## src/rtl/rv32i_types.sv

```systemverilog
// Shared RV32I pipeline types: branch resolve queue entry state, entry record
// and the mispredict rule applied when an entry retires.
package rv32i_types;

    typedef enum logic [1:0] {
        BRQ_EMPTY    = 2'd0,
        BRQ_PENDING  = 2'd1,
        BRQ_RESOLVED = 2'd2
    } brq_state_t;

    typedef struct packed {
        brq_state_t  state;
        logic [31:0] pc;
        logic        pred_taken;
        logic [31:0] pred_addr;
        logic        act_taken;
        logic [31:0] act_target;
    } brq_entry_t;

    // Wrong direction, or right "taken" direction with the wrong target.
    function automatic logic brq_mispredict(input brq_entry_t e);
        return (e.pred_taken != e.act_taken) ||
               (e.pred_taken && e.act_taken && (e.pred_addr != e.act_target));
    endfunction

endpackage

```

## src/rtl/br_resolve_queue.sv

```systemverilog
// In-order queue of predicted branches: allocated by fetch, resolved out of order
// by execute, retired in order to train the predictor. Optional: BRQ_STATS_EN.
module br_resolve_queue
    import rv32i_types::*;
#(
    parameter int DEPTH = 8,               // power of 2, >= 2
    parameter int TAG_W = $clog2(DEPTH)    // derived; do not override
) (
    input  logic             clk,
    input  logic             rst,
    input  logic             alloc_valid,
    input  logic [31:0]      alloc_pc,
    input  logic             alloc_pred_taken,
    input  logic [31:0]      alloc_pred_addr,
    output logic             alloc_ready,
    output logic [TAG_W-1:0] alloc_tag,
    input  logic             res_valid,
    input  logic [TAG_W-1:0] res_tag,
    input  logic             res_taken,
    input  logic [31:0]      res_target,
    output logic             upd_valid,
    output logic [31:0]      upd_pc,
    output logic             upd_taken,
    output logic [31:0]      upd_target,
    output logic             flush,
    output logic [31:0]      redirect_pc,
`ifdef BRQ_STATS_EN
    output logic [31:0]      retire_cnt,
    output logic [31:0]      mispred_cnt,
`endif
    output logic [TAG_W:0]   count
);

    localparam int PTR_W = TAG_W + 1;

    brq_entry_t       entries_q [DEPTH];
    logic [PTR_W-1:0] head_q, head_d, tail_q, tail_d;
    logic [TAG_W-1:0] head_idx, tail_idx;
    logic [PTR_W-1:0] count_w;
    brq_entry_t       head_entry;
    logic             retire, mispred, alloc_fire, res_fire;

    logic             upd_valid_q, upd_valid_d;
    logic [31:0]      upd_pc_q, upd_pc_d;
    logic             upd_taken_q, upd_taken_d;
    logic [31:0]      upd_target_q, upd_target_d;
    logic             flush_q, flush_d;
    logic [31:0]      redirect_pc_q, redirect_pc_d;

    // Pointers carry a wrap bit, so tail - head is the occupancy directly.
    assign head_idx   = head_q[TAG_W-1:0];
    assign tail_idx   = tail_q[TAG_W-1:0];
    assign count_w    = tail_q - head_q;
    assign head_entry = entries_q[head_idx];

    assign retire     = (head_entry.state == BRQ_RESOLVED);
    assign mispred    = retire && brq_mispredict(head_entry);
    assign alloc_fire = alloc_valid && alloc_ready && !mispred;
    assign res_fire   = res_valid && (entries_q[res_tag].state == BRQ_PENDING) && !mispred;

    assign alloc_ready = (count_w != PTR_W'(DEPTH));
    assign alloc_tag   = tail_idx;
    assign count       = count_w;

    always_comb begin
        // NOTE: every next-state signal gets a default first so no path infers a latch.
        head_d        = head_q;
        tail_d        = tail_q;
        upd_valid_d   = retire;
        upd_pc_d      = upd_pc_q;
        upd_taken_d   = upd_taken_q;
        upd_target_d  = upd_target_q;
        flush_d       = mispred;
        redirect_pc_d = redirect_pc_q;

        if (retire) begin
            upd_pc_d     = head_entry.pc;
            upd_taken_d  = head_entry.act_taken;
            upd_target_d = head_entry.act_target;
        end

        if (mispred) begin
            redirect_pc_d = head_entry.act_taken ? head_entry.act_target
                                                 : head_entry.pc + 32'd4;
            head_d = '0;
            tail_d = '0;
        end else begin
            if (retire)     head_d = head_q + PTR_W'(1);
            if (alloc_fire) tail_d = tail_q + PTR_W'(1);
        end
    end

    always_ff @(posedge clk) begin
        // NOTE: state registers use non-blocking assignments so every flop samples pre-edge values.
        if (rst) begin
            head_q        <= '0;
            tail_q        <= '0;
            upd_valid_q   <= 1'b0;
            upd_pc_q      <= '0;
            upd_taken_q   <= 1'b0;
            upd_target_q  <= '0;
            flush_q       <= 1'b0;
            redirect_pc_q <= '0;
        end else begin
            head_q        <= head_d;
            tail_q        <= tail_d;
            upd_valid_q   <= upd_valid_d;
            upd_pc_q      <= upd_pc_d;
            upd_taken_q   <= upd_taken_d;
            upd_target_q  <= upd_target_d;
            flush_q       <= flush_d;
            redirect_pc_q <= redirect_pc_d;
        end
    end

    always_ff @(posedge clk) begin
        // NOTE: only the state field is reset; payload is never read while an entry is EMPTY.
        if (rst || mispred) begin
            for (int i = 0; i < DEPTH; i++) entries_q[i].state <= BRQ_EMPTY;
        end else begin
            if (retire) entries_q[head_idx].state <= BRQ_EMPTY;
            if (res_fire) begin
                entries_q[res_tag].state      <= BRQ_RESOLVED;
                entries_q[res_tag].act_taken  <= res_taken;
                entries_q[res_tag].act_target <= res_target;
            end
            if (alloc_fire) begin
                entries_q[tail_idx] <= '{state:      BRQ_PENDING,
                                         pc:         alloc_pc,
                                         pred_taken: alloc_pred_taken,
                                         pred_addr:  alloc_pred_addr,
                                         act_taken:  1'b0,
                                         act_target: 32'd0};
            end
        end
    end

    assign upd_valid   = upd_valid_q;
    assign upd_pc      = upd_pc_q;
    assign upd_taken   = upd_taken_q;
    assign upd_target  = upd_target_q;
    assign flush       = flush_q;
    assign redirect_pc = redirect_pc_q;

`ifdef BRQ_STATS_EN
    logic [31:0] retire_cnt_q, mispred_cnt_q;

    always_ff @(posedge clk) begin
        if (rst) begin
            retire_cnt_q  <= '0;
            mispred_cnt_q <= '0;
        end else begin
            if (retire)  retire_cnt_q  <= retire_cnt_q + 32'd1;
            if (mispred) mispred_cnt_q <= mispred_cnt_q + 32'd1;
        end
    end

    assign retire_cnt  = retire_cnt_q;
    assign mispred_cnt = mispred_cnt_q;
`endif

endmodule
```

## config.mk

```make
export PLATFORM = sky130hd
export DESIGN_NAME = br_resolve_queue
export DESIGN_NICKNAME = d
export VERILOG_FILES = /design/src/rtl/rv32i_types.sv /design/src/rtl/br_resolve_queue.sv
export SDC_FILE = /design/constraint.sdc
export NUM_CORES = 1
export LEC_CHECK = 0
export CAP_MARGIN = 25
export CORE_MARGIN = 4
export CORE_UTILIZATION = 54
export CTS_CLUSTER_DIAMETER = 120
export DETAILED_ROUTE_END_ITERATION = 7
export GPL_TIMING_DRIVEN = 0
export PLACE_DENSITY = 0.87
export SETUP_SLACK_MARGIN = 0.5
export SLEW_MARGIN = 20
export SYNTH_ARGS = -nofsm -noshare
export SYNTH_HDL_FRONTEND = slang
export SYNTH_SLANG_ARGS = --single-unit
```

## constraint.sdc

```tcl
create_clock -name clk -period 5 [get_ports clk]
set_clock_uncertainty 0.05 [all_clocks]
set_input_delay 1 -clock clk [delete_from_list [all_inputs] [get_ports clk]]
set_output_delay 1 -clock clk [all_outputs]
set_load 0.03 [all_outputs]
```

After elaboration in Yosys (flattened, before gate mapping)
Memories as Yosys holds them, arrays and structs flattened. A register that Yosys moved wholly into a read port is not among the register bits.
Cells that the tools add are included.
Widths: inputs -> output; s select.
{"block": "classes", "n_eq_ne": 5, "n_shift": 0, "n_addsub": 4, "n_mux": 23, "n_div": 0, "bitwise_logic": 0, "n_reduce_logical": 14, "n_lt_le_gt_ge": 0, "mul": 0}
{"cell": "$mux 100", "n": 3}
{"cell": "$reduce_or 100->1", "n": 3}
{"cell": "$add 32x3->32 const B", "n": 1}
{"cell": "$mux 32", "n": 1}
{"cell": "$ne 32x32->1", "n": 1}
{"cell": "$mux 3", "n": 6}
{"cell": "$mux 1", "n": 11}
{"cell": "$add 4x1->4 const B", "n": 2}
{"cell": "$logic_and 1x1->1", "n": 7}
{"cell": "$mux 2", "n": 2}
{"cell": "$ne 4x4->1 const B", "n": 1}
{"cell": "$sub 4x4->4", "n": 1}
{"cell": "$eq 2x1->1 const B", "n": 1}
{"cell": "$eq 2x2->1 const B", "n": 1}
{"cell": "$logic_or 1x1->1", "n": 2}
{"cell": "$reduce_or 2->1", "n": 1}
{"cell": "$logic_not 1->1", "n": 1}
{"cell": "$ne 1x1->1", "n": 1}
{"block": "word_totals", "word_cells": 55, "latch_bits": 0, "ff_bits": 107, "out_inout_bits": 107, "mem_count": 1, "ramBits": 800, "input_bits": 105, "romBits": 0}
{"name": "entries_q", "words": 8, "width": 100, "rd": 2, "rd_ports_with_merged_regs": 1, "write_ports": 8, "line": "br_resolve_queue.sv:36", "rtl": "brq_entry_t entries_q [DEPTH];"}

Longest topological paths before layout
{"block": "depth", "depth_word": 11, "ltp_mapped": 21, "depth_no_buf": 11}

Worst setup path before layout
No wires, ideal clock.
{"block": "synth_path", "path_kind": "register to register", "startpoint": "reg with a tool-made name", "endpoint": "mem entries_q[6][33] (netlist bit) (enable)", "path_buffers": 10, "arrival_ns": 4.652, "synth_period_minus_slack_ns": 5.098, "stages_incl_launch_ff": 18, "setup_time_ns": 0.396, "slack_ns": -0.098, "required_ns": 4.554, "cell_sequence": "dfxtp_1 > buf_2 > buf_2 > buf_2 > buf_2 > buf_2 > clkbuf_1 > clkbuf_1 > mux4_2 > nand2_1 > nand2_1 > ha_1 > and2_1 > clkbuf_1 > a211oi_2 > and4_1 > buf_2 > buf_2"}
{"element": "end: declaration", "line": "br_resolve_queue.sv:36"}

==> impl_metrics.py <==
metrics = {
    "status": {
        "status": "completed",
    },
    "synth": {
        "netlist.area_leader.share_pct": 40.8,
        "yosysWarnings": 0,
        "syn_nets": 2823,
        "syn_avg_cell_area_um2": 14.1,
        "synth_top_cell_by_area": "edfxtp_1",
        "ys.flop_type": "edfxtp_1",
        "syn_area_mm2": 0.0382,
        "synthCells": 2710,
        "async_flop_share_pct": 0,
        "synth_edf_count": 520,
        "synth_cell_types": 66,
        "synth_area_leaders": "edfxtp_1 (41%), dfxtp_1 (20%), mux2i_1 (13%)",
        "synth-seq-area-share_pct": 61.2,
        "synth-seq-cells": 910,
    },
    "worst_setup_path": {
        "critPathKind": "reg -> reg",
        "worstPathRequired_ns": 5.50,
        "r2r_end": "entries_q[0][13]$_SDFFE_PP0P_",
        "r2r.worst_path.cells": 15,
        "cp.arrival_ns": 5.10,
        "r2r_setup_slack_ns": 0.40,
        "end_kind": "flip-flop",
        "critPathLaunchType": "flip-flop",
        "cp_max_fo": 10,
    },
    "routing": {
        "wl_per_cell_um": 32.0,
        "totalWireLength_mm": 130,
        "route.detailed.drc": 0,
        "vias_per_cell": 6.58,
        "dr.first_iter.drc_count": 4420,
        "vias": 26700,
        "drtAntennaViolNets": 0,
        "dr.pass1.iters": 6,
    },
    "worst_hold_path": {
        "hold_path_depth": 1,
        "min_from": "redirect_pc[12]$_SDFFE_PP0P_",
        "hold-path-endpoint": "redirect_pc[12]$_SDFFE_PP0P_",
        "min_path_type": "reg -> reg",
    },
    "cells_and_area": {
        "final_area_mm2": 0.0456,
        "drive_gt1_share_pct": 16.2,
        "nFillCells": 4684,
        "area_delta_synth_final_pct": 19.3,
        "nets": 3138,
        "multi_input_comb_area_mm2": 0.0136,
        "seqCellArea_mm2": 0.0234,
    },
    "power_and_ir_drop": {
        "ir_drop_v": 0.000262,
        "p_per_area_mw_per_mm2": 346,
        "leakage_uw": 0.0157,
    },
    "global_route": {
        "antenna_found_initial": 22,
        "globalRouteTotalUtil_pct": 33.8,
        "grt_pass1_wl_mm": 183,
        "grt_pass1_vias": 26300,
        "grt_max_degree": 38,
        "grt_overflow_total": 0,
    },
    "floorplan": {
        "die_w_um": 274,
        "dieArea_mm2": 0.0751,
        "fp.coreArea_mm2": 0.0701,
        "row_count": 97,
        "start_util_pct": 54.5,
        "fp.dieH_um": 274,
        "ios": 212,
    },
    "sta": {
        "worst_pin_slew_ns": 0.939,
        "final_max_slew_viol_count": 0,
        "relSlewSlack_pct": 35.6,
        "max_freq_mhz": 217,
        "fin_crit_ns": 4.60,
        "post-route-period-util_pct": 92.0,
        "finalHoldViolCount": 0,
        "setup_tns_ns": 0,
        "rsz0062_at_grt": "no",
        "setup_violations": 0,
    },
    "clock_tree": {
        "cts.sinks": 910,
        "clk_latency_ns": 0.67,
        "cts_tree": "done",
        "htreeDepth": 3,
        "numCtsBuffers": 86,
        "clockRootBuffer": "clkbuf_16",
        "hold_buffers": 0,
        "clockBufferDepth": 3,
        "clk_transition_reported_paths_ns": 0.06,
    },
    "placed_design": {
        "dp_hpwl_mm": 76.3,
        "dpl_cell_area_mm2": 0.0413,
        "io_buffers": 177,
        "place.gp.congestion": 1.00,
    },
    "job": {
        "cap_violations": 0,
    },
}
-- how the worst max path moves through the flow --
stage                    from                       endpoint  depth (start not counted)  slack (ns)
finish              flip-flop  entries_q[0][13]$_SDFFE_PP0P_                         15        0.40
global route        flip-flop     entries_q[7][62]$_DFFE_PP_                         15        0.39
CTS                 flip-flop     entries_q[5][83]$_DFFE_PP_                         20        0.54
detailed placement  flip-flop     entries_q[6][86]$_DFFE_PP_                         17       -1.96
global placement    flip-flop     entries_q[6][86]$_DFFE_PP_                         17       -1.89
floorplan           flip-flop     entries_q[6][33]$_DFFE_PP_                         18        0.50
-- worst max-delay path, stage by stage (launching register included) --
cell      delay [ns]
dfxtp_1         0.33
buf_6           0.17
buf_6           0.23
buf_4           0.36
or2_1           0.31
clkbuf_2        0.43
o22ai_1         0.17
o22ai_1         0.52
nor4_4          0.17
buf_4           0.18
and4_1          0.21
a21oi_1         0.14
buf_2           0.39
buf_2           0.47
mux2i_1         0.27
nor2_1          0.07
-- report_power, final --
part | switching (uW) | internal, uW | leakage, uW
Combinational | 486 | 305 | 0.00643
Sequential | 94.9 | 8080 | 0.00785
Clock | 2960 | 3870 | 0.00142
Total | 3540 | 12300 | 0.0157
-- state kept, by name, summed over array words and instances, names as in the netlist, named ones only --
| register | count |
|---|---|
| flush | 1 |
| upd_valid | 1 |
| tail_q | 4 |
| head_q | 4 |
| upd_taken | 1 |
| upd_pc | 32 |
| entries_q | 800 |
| redirect_pc | 32 |
| upd_target | 32 |
-- per-layer routing --
metal  part of all wire [%]  routed length (um)  track usage (%)  vias up
met5                  0.059                  76                0        -
met4                    9.2               12000             25.0       10
met3                     14               18000             11.7      656
met2                     44               56900             50.2     2315
met1                     33               42900             41.0    13000
li1                       -                   -                -    10700
-- synth_stat cells (all sizes together) (4+ instances only) --
cell type	number
edfxtp	520
mux2i	497
dfxtp	390
nor2	368
mux4	137
buf	136
nand2	84
xnor2	79
clkbuf	75
a211oi	73
xor2	49
nand3	37
a21oi	31
or3	27
o21ai	24
a22o	17
o22ai	15
a32o	14
inv	14
nand4	14
nor4	9
nor3	8
o211ai	8
ha	7
a31oi	6
and3	6
nor3b	6
or2	6
and2	5
and4	5
o21bai	5
a22oi	4
nand3b	4
-- logic make-up after synthesis --
| group | Yosys count | share of synthesized area [%] |
|---|---|---|
| mux | 637 | 21.2 |
| compound gates | 210 | 3.96 |
| xor+xnor | 128 | 2.93 |
| fa+ha+maj | 8 | 0.281 |
| simple gates | 591 | 6.77 |
| buf+inv | 226 | 3.65 |
| flops | 910 | 61.2 |
-- layout by cell type, fill, tap and decap left out, drive strengths merged, types with 14 or more instances in the layout --
master and instances:
inv 17, o22ai 15, mux4 137, a211oi 73, clkdlybuf4s50 177, or3 27, xor2 49, o21ai 24
diode 18, nor2 368, nand2 84, dfxtp 390, xnor2 79, a22o 17, clkbuf 196, a32o 14
clkinv 26, nand4 14, mux2i 497, edfxtp 520, nand3 37, buf 182, a21oi 31
-- what timing repair did --
| action | in CTS | in global routing |
|---|---|---|
| gates cloned | 21 | 0 |
| buffers inserted | 12 | 14 |
| pin swaps | 2 | 4 |
| gates resized for setup | 119 | 32 |
| endpoints found under the setup margin | 851 | 703 |
-- through the flow --
stage / total power, uW / cells / setup slack (ns) / hold slack, ns / utilization, %
global route: 16200 / 4049 / 0.392 / 0.445 / 65.0
floorplan: 8710 / 2710 / 0.505 / 0.392 / -
finish: 15800 / 4057 / 0.402 / 0.428 / 65.0
CTS: 15700 / 4024 / 0.544 / 0.424 / 64.6
detailed placement: 9010 / 3829 / -1.96 / 0.409 / 58.9
global placement: 8980 / 3827 / -1.89 / 0.397 / 58.8
-- area by class of cell --
class                      count  share of cell area (%)
tap                          940                    2.58
multi-input combinational   1574                    29.8
timing repair buffer         227                    5.74
sequential                   910                    51.3
buffer                       211                    3.93
clock buffer                 119                    5.38
inverter                      15                   0.123
antenna                       18                  0.0987
clock inverter                43                    1.05
No activity file was read; power rests on OpenSTA's default activity.
